**config.mk**
```make
export PLATFORM = sky130hd
export DESIGN_NAME = tube_scan_ctrl
export DESIGN_NICKNAME = d
export VERILOG_FILES = /design/src/rtl/tube_pkg.sv /design/src/rtl/tube_next_idx.sv /design/src/rtl/tube_scan_ctrl.sv
export SDC_FILE = /design/constraint.sdc
export NUM_CORES = 1
export LEC_CHECK = 0
export CAP_MARGIN = 20
export CORE_MARGIN = 4
export CORE_UTILIZATION = 58
export DETAILED_ROUTE_END_ITERATION = 16
export HOLD_SLACK_MARGIN = 0.08
export MAX_ROUTING_LAYER = met4
export PLACE_DENSITY = 0.86
export SETUP_SLACK_MARGIN = 0.2
export SLEW_MARGIN = 20
export SYNTH_ARGS = -nofsm -noshare
export SYNTH_HDL_FRONTEND = slang
export SYNTH_SLANG_ARGS = --single-unit
```
**constraint.sdc**
```tcl
create_clock -name clk -period 7.1 [get_ports clk]
set_input_delay 2.13 -clock clk [delete_from_list [all_inputs] [get_ports clk]]
set_output_delay 2.13 -clock clk [all_outputs]
set_load 0.01 [all_outputs]
```
**src/rtl/tube_pkg.sv**
```systemverilog
`default_nettype none
// ============================================================================
//  Module      : tube_pkg
//  Description : Shared constants and helpers for the tube digit scanner.
//  Revision    : 1.0 - initial release
// ============================================================================
package tube_pkg;

    // Default geometry of the scanner
    localparam int DEFAULT_DIGITS = 6;
    localparam int DEFAULT_NUM_W  = 5;

    // Widest digit-select bus the helper below can describe
    localparam int MAX_DIGITS = 32;

    // Brightness code meaning "digit on for the whole PWM period"
    localparam logic [3:0] BRIGHT_FULL = 4'hF;

    // All selects inactive (active-low bus, so all ones); slice to DIGITS bits
    function automatic logic [MAX_DIGITS-1:0] dig_off();
        return '1;
    endfunction

endpackage
`default_nettype wire

```
**src/rtl/tube_next_idx.sv**
```systemverilog
`default_nettype none
// ============================================================================
//  Module      : tube_next_idx
//  Description : Circular priority search for the next enabled digit below
//                the current one, plus "current digit opens the frame" flag.
//  Revision    : 1.0 - initial release
// ============================================================================
module tube_next_idx #(
    parameter int DIGITS = 6,
    parameter int IDX_W  = 3
) (
    input  logic [IDX_W-1:0]  idx_i,
    input  logic [DIGITS-1:0] dig_en_i,
    output logic [IDX_W-1:0]  next_idx_o,
    output logic              is_first_o,
    output logic              any_en_o
);

    int               w_cand;
    logic [IDX_W-1:0] w_hi;

    // Nearest enabled index below idx (wrapping), highest enabled index overall
    always_comb begin
        next_idx_o = idx_i;
        any_en_o   = |dig_en_i;
        w_hi       = '0;
        w_cand     = 0;
        // Walk from the farthest candidate to the nearest so the nearest wins
        for (int k = DIGITS - 1; k >= 1; k--) begin
            w_cand = (int'(idx_i) >= k) ? (int'(idx_i) - k) : (int'(idx_i) + DIGITS - k);
            if (dig_en_i[w_cand]) begin
                next_idx_o = IDX_W'(w_cand);
            end
        end
        for (int i = 0; i < DIGITS; i++) begin
            if (dig_en_i[i]) begin
                w_hi = IDX_W'(i);
            end
        end
        is_first_o = any_en_o && (w_hi == idx_i);
    end

endmodule
`default_nettype wire

```
**src/rtl/tube_scan_ctrl.sv**
```systemverilog
`default_nettype none
// ============================================================================
//  Module      : tube_scan_ctrl
//  Description : Multiplexed tube / 7-seg digit scanner with programmable slot
//                length, anti-ghost blanking, 16-level PWM brightness,
//                disabled-digit skipping and frame-latched digit codes.
//  Revision    : 1.0 - initial release
// ============================================================================
module tube_scan_ctrl
    import tube_pkg::*;
#(
    parameter int DIGITS  = DEFAULT_DIGITS,
    parameter int NUM_W   = DEFAULT_NUM_W,
    parameter int PRESC_W = 16,
    parameter int BLANK   = 2
) (
    input  logic                    clk,
    input  logic                    rst,
    input  logic [PRESC_W-1:0]      scan_div,
    input  logic [3:0]              bright,
    input  logic [DIGITS-1:0]       dig_en,
    input  logic [DIGITS*NUM_W-1:0] nums,
    output logic [DIGITS-1:0]       DIG,
    output logic [NUM_W-1:0]        num,
    output logic                    frame_start
);

    localparam int                    IDX_W       = (DIGITS > 1) ? $clog2(DIGITS) : 1;
    localparam logic [MAX_DIGITS-1:0] ALL_OFF     = dig_off();
    localparam logic [DIGITS-1:0]     DIG_ALL_OFF = ALL_OFF[DIGITS-1:0];
    localparam logic [IDX_W-1:0]      IDX_LAST    = IDX_W'(DIGITS - 1);
    localparam logic [PRESC_W-1:0]    BLANK_CNT   = PRESC_W'(BLANK);

    // Scan state
    logic [IDX_W-1:0]        idx_q,        idx_d;
    logic [PRESC_W-1:0]      slot_cnt_q,   slot_cnt_d;
    logic [3:0]              pwm_cnt_q,    pwm_cnt_d;
    logic [DIGITS*NUM_W-1:0] shadow_q,     shadow_d;

    // Output registers
    logic [DIGITS-1:0]       dig_q,        dig_d;
    logic [NUM_W-1:0]        num_q,        num_d;
    logic                    frame_start_q, frame_start_d;

    // Search results and per-cycle decisions
    logic [IDX_W-1:0]        w_next_idx;
    logic                    w_is_first;
    logic                    w_any_en;
    logic [PRESC_W-1:0]      w_slot_len;
    logic                    w_slot_end;
    logic                    w_frame_begin;
    logic                    w_pwm_on;
    logic                    w_drive;

    tube_next_idx #(
        .DIGITS (DIGITS),
        .IDX_W  (IDX_W)
    ) u_next_idx (
        .idx_i      (idx_q),
        .dig_en_i   (dig_en),
        .next_idx_o (w_next_idx),
        .is_first_o (w_is_first),
        .any_en_o   (w_any_en)
    );

    // Next-state and next-output computation for one clock
    always_comb begin
        // A zero divider would give a 1-cycle slot; clamp it to 2 cycles
        w_slot_len    = (scan_div == '0) ? PRESC_W'(1) : scan_div;
        // >= rather than == so shrinking scan_div mid-slot cannot lock up
        w_slot_end    = (slot_cnt_q >= w_slot_len);
        // Frame opens on the first cycle of the highest enabled digit's slot
        w_frame_begin = (slot_cnt_q == '0) && w_is_first;
        w_pwm_on      = (bright == BRIGHT_FULL) || (pwm_cnt_q <= bright);
        w_drive       = w_any_en && dig_en[idx_q] && (slot_cnt_q >= BLANK_CNT) && w_pwm_on;

        slot_cnt_d    = w_slot_end ? '0 : (slot_cnt_q + PRESC_W'(1));
        idx_d         = w_slot_end ? w_next_idx : idx_q;
        pwm_cnt_d     = pwm_cnt_q + 4'd1;
        shadow_d      = w_frame_begin ? nums : shadow_q;

        dig_d         = w_drive ? ~(DIGITS'(1) << idx_q) : DIG_ALL_OFF;
        // Code follows the scan position regardless of drive, from the latched frame
        num_d         = shadow_q[idx_q*NUM_W +: NUM_W];
        frame_start_d = w_frame_begin;
    end

    // Scan counters, digit index and frame shadow of the codes
    always_ff @(posedge clk or posedge rst) begin
        if (rst) begin
            idx_q      <= IDX_LAST;
            slot_cnt_q <= '0;
            pwm_cnt_q  <= '0;
            shadow_q   <= '0;
        end else begin
            idx_q      <= idx_d;
            slot_cnt_q <= slot_cnt_d;
            pwm_cnt_q  <= pwm_cnt_d;
            shadow_q   <= shadow_d;
        end
    end

    // Registered outputs, forced inactive while in reset
    always_ff @(posedge clk or posedge rst) begin
        if (rst) begin
            dig_q         <= DIG_ALL_OFF;
            num_q         <= '0;
            frame_start_q <= 1'b0;
        end else begin
            dig_q         <= dig_d;
            num_q         <= num_d;
            frame_start_q <= frame_start_d;
        end
    end

    assign DIG         = dig_q;
    assign num         = num_q;
    assign frame_start = frame_start_q;

endmodule
`default_nettype wire

```
=== Word level (Yosys, flattened, before mapping) ===
Cells that the tools add are included.

* Register bits: 65
* Bits of input ports: 58
* Output and inout port bits: 12
* Logic and storage cells: 86

* Add/subtract/negate cells: 13
* Multipliers: 1
* Magnitude comparators: 14
* Eq/ne operators: 2
* Shift-type cells: 2
* Muxes and demuxes: 35
* Bitwise logic cells: 1
* Reductions and logical operators: 11

{| class="wikitable"
|+ Operator list
! kind !! count
|-
| < comparator 32 x 5 -> 1 bit, second input constant || 5
|-
| two-way mux 32 bit || 5
|-
| subtractor 32 x 3 -> 32 bit, second input constant || 2
|-
| subtractor 32 x 4 -> 32 bit, second input constant || 2
|-
| logical NOT 16 bit || 2
|-
| two-way mux 16 bit || 2
|-
| subtractor 32 x 2 -> 32 bit, second input constant || 1
|-
| indexed part select 30 x 7 -> 5 bit || 1
|-
| two-way mux 3 bit || 7
|-
| binary-select mux 1 bit (select 3 bit) || 6
|-
| adder 16 x 1 -> 16 bit, second input constant || 1
|-
| greater-or-equal comparator 16 bit || 1
|-
| greater-or-equal comparator 16 x 2 -> 1 bit, second input constant || 1
|-
| two-way mux 1 bit || 12
|-
| subtractor 3 x 2 -> 4 bit, second input constant || 2
|-
| subtractor 3 x 3 -> 4 bit, second input constant || 2
|-
| greater-or-equal comparator 3 x 2 -> 1 bit, second input constant || 2
|-
| greater-or-equal comparator 3 bit, second input constant || 2
|-
| multiplier 3 x 3 -> 6 bit, second input constant || 1
|-
| two-way mux 6 bit || 1
|-
| NOT 6 bit || 1
|-
| OR reduction 6 bit || 1
|-
| << shifter 1 x 3 -> 6 bit, first input constant || 1
|-
| logical AND 1 bit || 5
|-
| other kinds (12) || 13
|}

=== Logic depth before layout (Yosys ltp) ===
* Depth in word-level cells: 11
* Gate-level depth with buffers: 12
* Depth with buffers taken out: 10

=== Cells and area by module ===
Synthesis repeated with hierarchy kept, for this count alone.

* Cell total of the unflattened synthesis: 403
* Area, all modules: 4224.1 sq um

{| class="wikitable"
|+ By module, submodules not included
! module !! times used !! cells each !! area an instance (sq um) !! sequential area each (sq um)
|-
| tube_scan_ctrl || 1 || 287 || 3423.3 || 1636.6
|-
| tube_next_idx || 1 || 116 || 800.8 || 0.0
|}

=== Least setup slack after synthesis ===
Ideal clock, no wire load.

* Kind: input to register
* Start point: input scan_div[8]
* End point: register idx_q[0]
* Setup time: 0.086 ns
* Arrival: 3.820 ns
* Required time: 7.014 ns
* Path slack: 3.194 ns
* Stages: 9
* Buffers on the path: 0
* Cell sequence: nor4_1 a41o_1 ha_1 nor3b_1 o21a_1 o211ai_1 a21oi_1 a41oi_2 a2111o_1

* Cells in the longest elaborated chain, start to end: 4

{| class="wikitable"
|+ RTL lines
! item !! RTL line !! source
|-
| from (decl) || tube_scan_ctrl.sv:19 || <nowiki>input logic [PRESC_W-1:0] scan_div,</nowiki>
|-
| logical NOT 16 bit || tube_scan_ctrl.sv:69 || <nowiki>w_slot_len = (scan_div == '0) ? PRESC_W'(1) : scan_div;</nowiki>
|-
| two-way mux 16 bit (*) || tube_scan_ctrl.sv:69 ||
|-
| greater-or-equal comparator 16 bit (*) || tube_scan_ctrl.sv:71 || <nowiki>w_slot_end = (slot_cnt_q >= w_slot_len);</nowiki>
|-
| AND reduction 2 bit (no source line) (*) || - ||
|-
| to (signal assigned) || tube_scan_ctrl.sv:96 || <nowiki>idx_q <= idx_d;</nowiki>
|-
| to (decl) || tube_scan_ctrl.sv:35 || <nowiki>logic [IDX_W-1:0] idx_q, idx_d;</nowiki>
|}

Mark *: on every way between the ends. The rest lies on a longest branch, timed or not.
A chain may end at the register's enable or synchronous reset.

=== Final worst setup path ===
* Start point: input scan_div[1]
* End point: register idx_q[0]

Same word-level chain as after synthesis.

==> impl_metrics.yaml <==
timing:
  finalClockSkew_ps: 6.89
  rsz0062_at_grt: "false"
  final_max_slew_viol_count: 0
  tightest_slew_ps: 801
  fin_crit_ps: 4430
  final.setup.tns_ps: 0
  finalSetupViolations: 0
  holdWs_ps: 499
  final.setup.worst_slack_ps: 2670
  fin_crit_sh_pct: 62.3
  fmax_mhz: 226
  hold_viol: 0
  slew_headroom_pct: 46.6
setup_path:
  cp.required_ps: 7370
  worst_setup_path_end_kind: "flip-flop"
  slowest_stage: "a21o_1"
  cp.arrival_ps: 4700
  setup.worst_path.class: "in2reg"
  crit_start: "scan_div[1]"
  reg2reg_from: "idx_q[0]"
  endpoint: "idx_q[0]"
  reg2reg_to: "idx_q[2]"
  path_max_fanout: 16
  r2r_setup_slack_ps: 3580
  crit_path_cell_trace: "clkdlybuf4s50_1 > nor4_1 > a41o_1 > ha_1 > nor3b_1 > o21a_1 > o211ai_1 > a21o_1 > nor2_1 > a2111o_1"
  r2r_cells: 7
  cp-start-kind: "input port"
  cp_slowest_stage_delay_ps: 480
place:
  numPortBuffers: 69
  dp_hpwl_mm: 7.22
  place_congestion: 0.934
  post-place-ws_ps: 2350
  dp_cells: 548
cts:
  cts_root_buffer: "clkbuf_8"
  clkTransAtPathRegs_ps: 70
  ctsLongestPathBuffers: 2
  clk_latency_ps: 350
  cts_resized: 0
  cts_setup_buffers: 0
  postCtsHoldBufs: 0
  htree_levels: 3
  cts.sinks: 65
  cts_tree: "yes"
  cts_made_buffers: 9
grt:
  grt_usage_pct: 25.0
  grt_start_max_net_pins: 66
  grt_overflow: 0
  antenna_found_initial: 0
  grt_pass1_wl_mm: 16.4
  grt_pass1_vias: 3479
logic_synthesis:
  muxShareOfSynthArea_pct: 16.8
  ys_ff_latch: 65
  async_reset_ff_share_pct: 100
  avgSynthCellArea_sq_um: 10.6
  synth-compound-area-share_pct: 11.6
  postSynthNetCount: 484
  netlist_area_sq_mm: 0.00414
  synth_top_family_by_area: "multiplexers"
  synth_cells: 390
  ys_types: 55
  synth.largest_area_cell: "dfrtp_1"
  synthXorXnorAreaFrac_pct: 4.02
  yosys_warnings: 0
  synth-edff-count: 0
  synth_most_common_cell: "dfrtp_1"
  seq_area_frac_synth_pct: 39.5
  synth-simple-area-share_pct: 13.0
  synth_flop_cell: "dfrtp_1"
  synth-adder-area-share_pct: 10.9
  yosysTopAreaCellShare_pct: 34.5
  synth.area.top_cells: "dfrtp_1, ha_1, mux2_2"
  ys_top_cells_by_count: "dfrtp_1, ha_1, mux2_2"
floorplan:
  row_count: 30
  core_area_sq_mm: 0.00687
  io_pins: 70
  initial_utilization_pct: 60.3
  die_w_microns: 92.5
  die_h_microns: 92.5
  die_area_sq_mm: 0.00855
power:
  peakVddDrop_mv: 0.186
  p_leak_nw: 2.45
  p_per_area_mw_per_mm2: 378
finish:
  fin_nets: 557
  drive_above_1_share_pct: 16.5
  diodes: 0
  fillCellCount: 489
  area_growth_pct: 24.2
  fin_cells: 564
drt:
  drt_iter0_drc: 152
  wl_per_cell_microns: 17.4
  antenna_left: 0
  route.detailed.drc: 0
  routed_wirelength_mm: 9.80
  viasPerCell: 5.98
  first_pass_iters: 4
  vias: 3372
flow_run:
  cap_violations: 0
hold_path:
  hold_path.class: "reg2reg"
outcome:
  status: "complete, no violations"
[stage by stage]
stage | util (%) | power (mW) | area [sq um]
after floorplan | - | 1.30 | 4140
final | 74.8 | 1.94 | 5140
after CTS | 74.8 | 1.94 | 5140
after detailed placement | 71.5 | 1.56 | 4910
after global placement | 71.5 | 1.52 | 4910
after global routing | 74.8 | 2.08 | 5140
[logic make-up after synthesis]
group,count (synthesis)
AND/OR/NAND/NOR,107
AO/OA/AOI/OAI,67
flip-flops,65
multiplexers,56
buffers and inverters,40
adder cells (fa/ha/maj),36
XOR/XNOR,19
[worst max-delay path: cells and delay by family]
family,cells,cell delay (ps)
compound gates,5,1500
simple gates,3,510
buf+inv,1,430
fa+ha+maj,1,130
[how the worst min path moves through the flow]
stage	start	end	slack [ps]	cells after the start
5_1_grt	pwm_cnt_q[0]	pwm_cnt_q[0]	510	1
6_report	pwm_cnt_q[0]	pwm_cnt_q[0]	500	1
3_5_place_dp	pwm_cnt_q[0]	pwm_cnt_q[0]	480	1
4_1_cts	pwm_cnt_q[0]	pwm_cnt_q[0]	500	1
3_3_place_gp	pwm_cnt_q[0]	pwm_cnt_q[0]	460	1
2_1_floorplan	pwm_cnt_q[0]	pwm_cnt_q[0]	440	1
[placed cells by master, fill, tap and decap left out, drive strengths merged, types with 2 or more instances in the layout]
cell type	count
a2111oi	4
a21o	8
a21oi	17
a311oi	2
a31oi	4
a32oi	2
and2	3
and3	5
and4	2
buf	2
bufinv	2
clkbuf	9
clkdlybuf4s50	69
clkinv	3
dfrtp	57
dfstp	8
ha	36
inv	32
mux2	35
mux2i	14
mux4	7
nand2	23
nand2b	3
nand3	12
nand4	7
nor2	24
nor2b	3
nor3	7
nor4	8
o211ai	2
o21a	3
o21ai	11
o21bai	2
o31ai	2
or2	2
or3	5
xnor2	6
xor2	13
[power breakdown]
group	total [mW]	switching, mW	internal (mW)
combinational	0.992	0.537	0.455
sequential	0.596	0.123	0.473
clock	0.353	0.152	0.201
total	1.94	0.812	1.13
[registers in the layout (all words and copies together) (netlist names)]
name	count
idx_q	3
slot_cnt_q	16
num	5
shadow_q	30
DIG	6
frame_start	1
pwm_cnt_q	4
[routing by layer]
| layer | routed length (microns) | vias to the layer above | global-route usage (%) |
|---|---|---|---|
| met3 | 687 | 30 | 7.47 |
| li1 | - | 1562 | - |
| met5 | 0 | - | - |
| met4 | 269 | 0 | 9.90 |
| met1 | 4030 | 1654 | 30.1 |
| met2 | 4820 | 126 | 39.8 |
[final cells by class]
cell class / count / area, sq um / area share (%)
inverters: 31 / 116 / 2.26
repair buffers: 71 / 706 / 13.7
clock buffers: 9 / 124 / 2.41
clock inverters: 7 / 101 / 1.97
multi-input cells: 285 / 2340 / 45.4
well taps: 96 / 120 / 2.34
flip-flops and latches: 65 / 1640 / 31.8
Power figures use the tool's default switching activity.
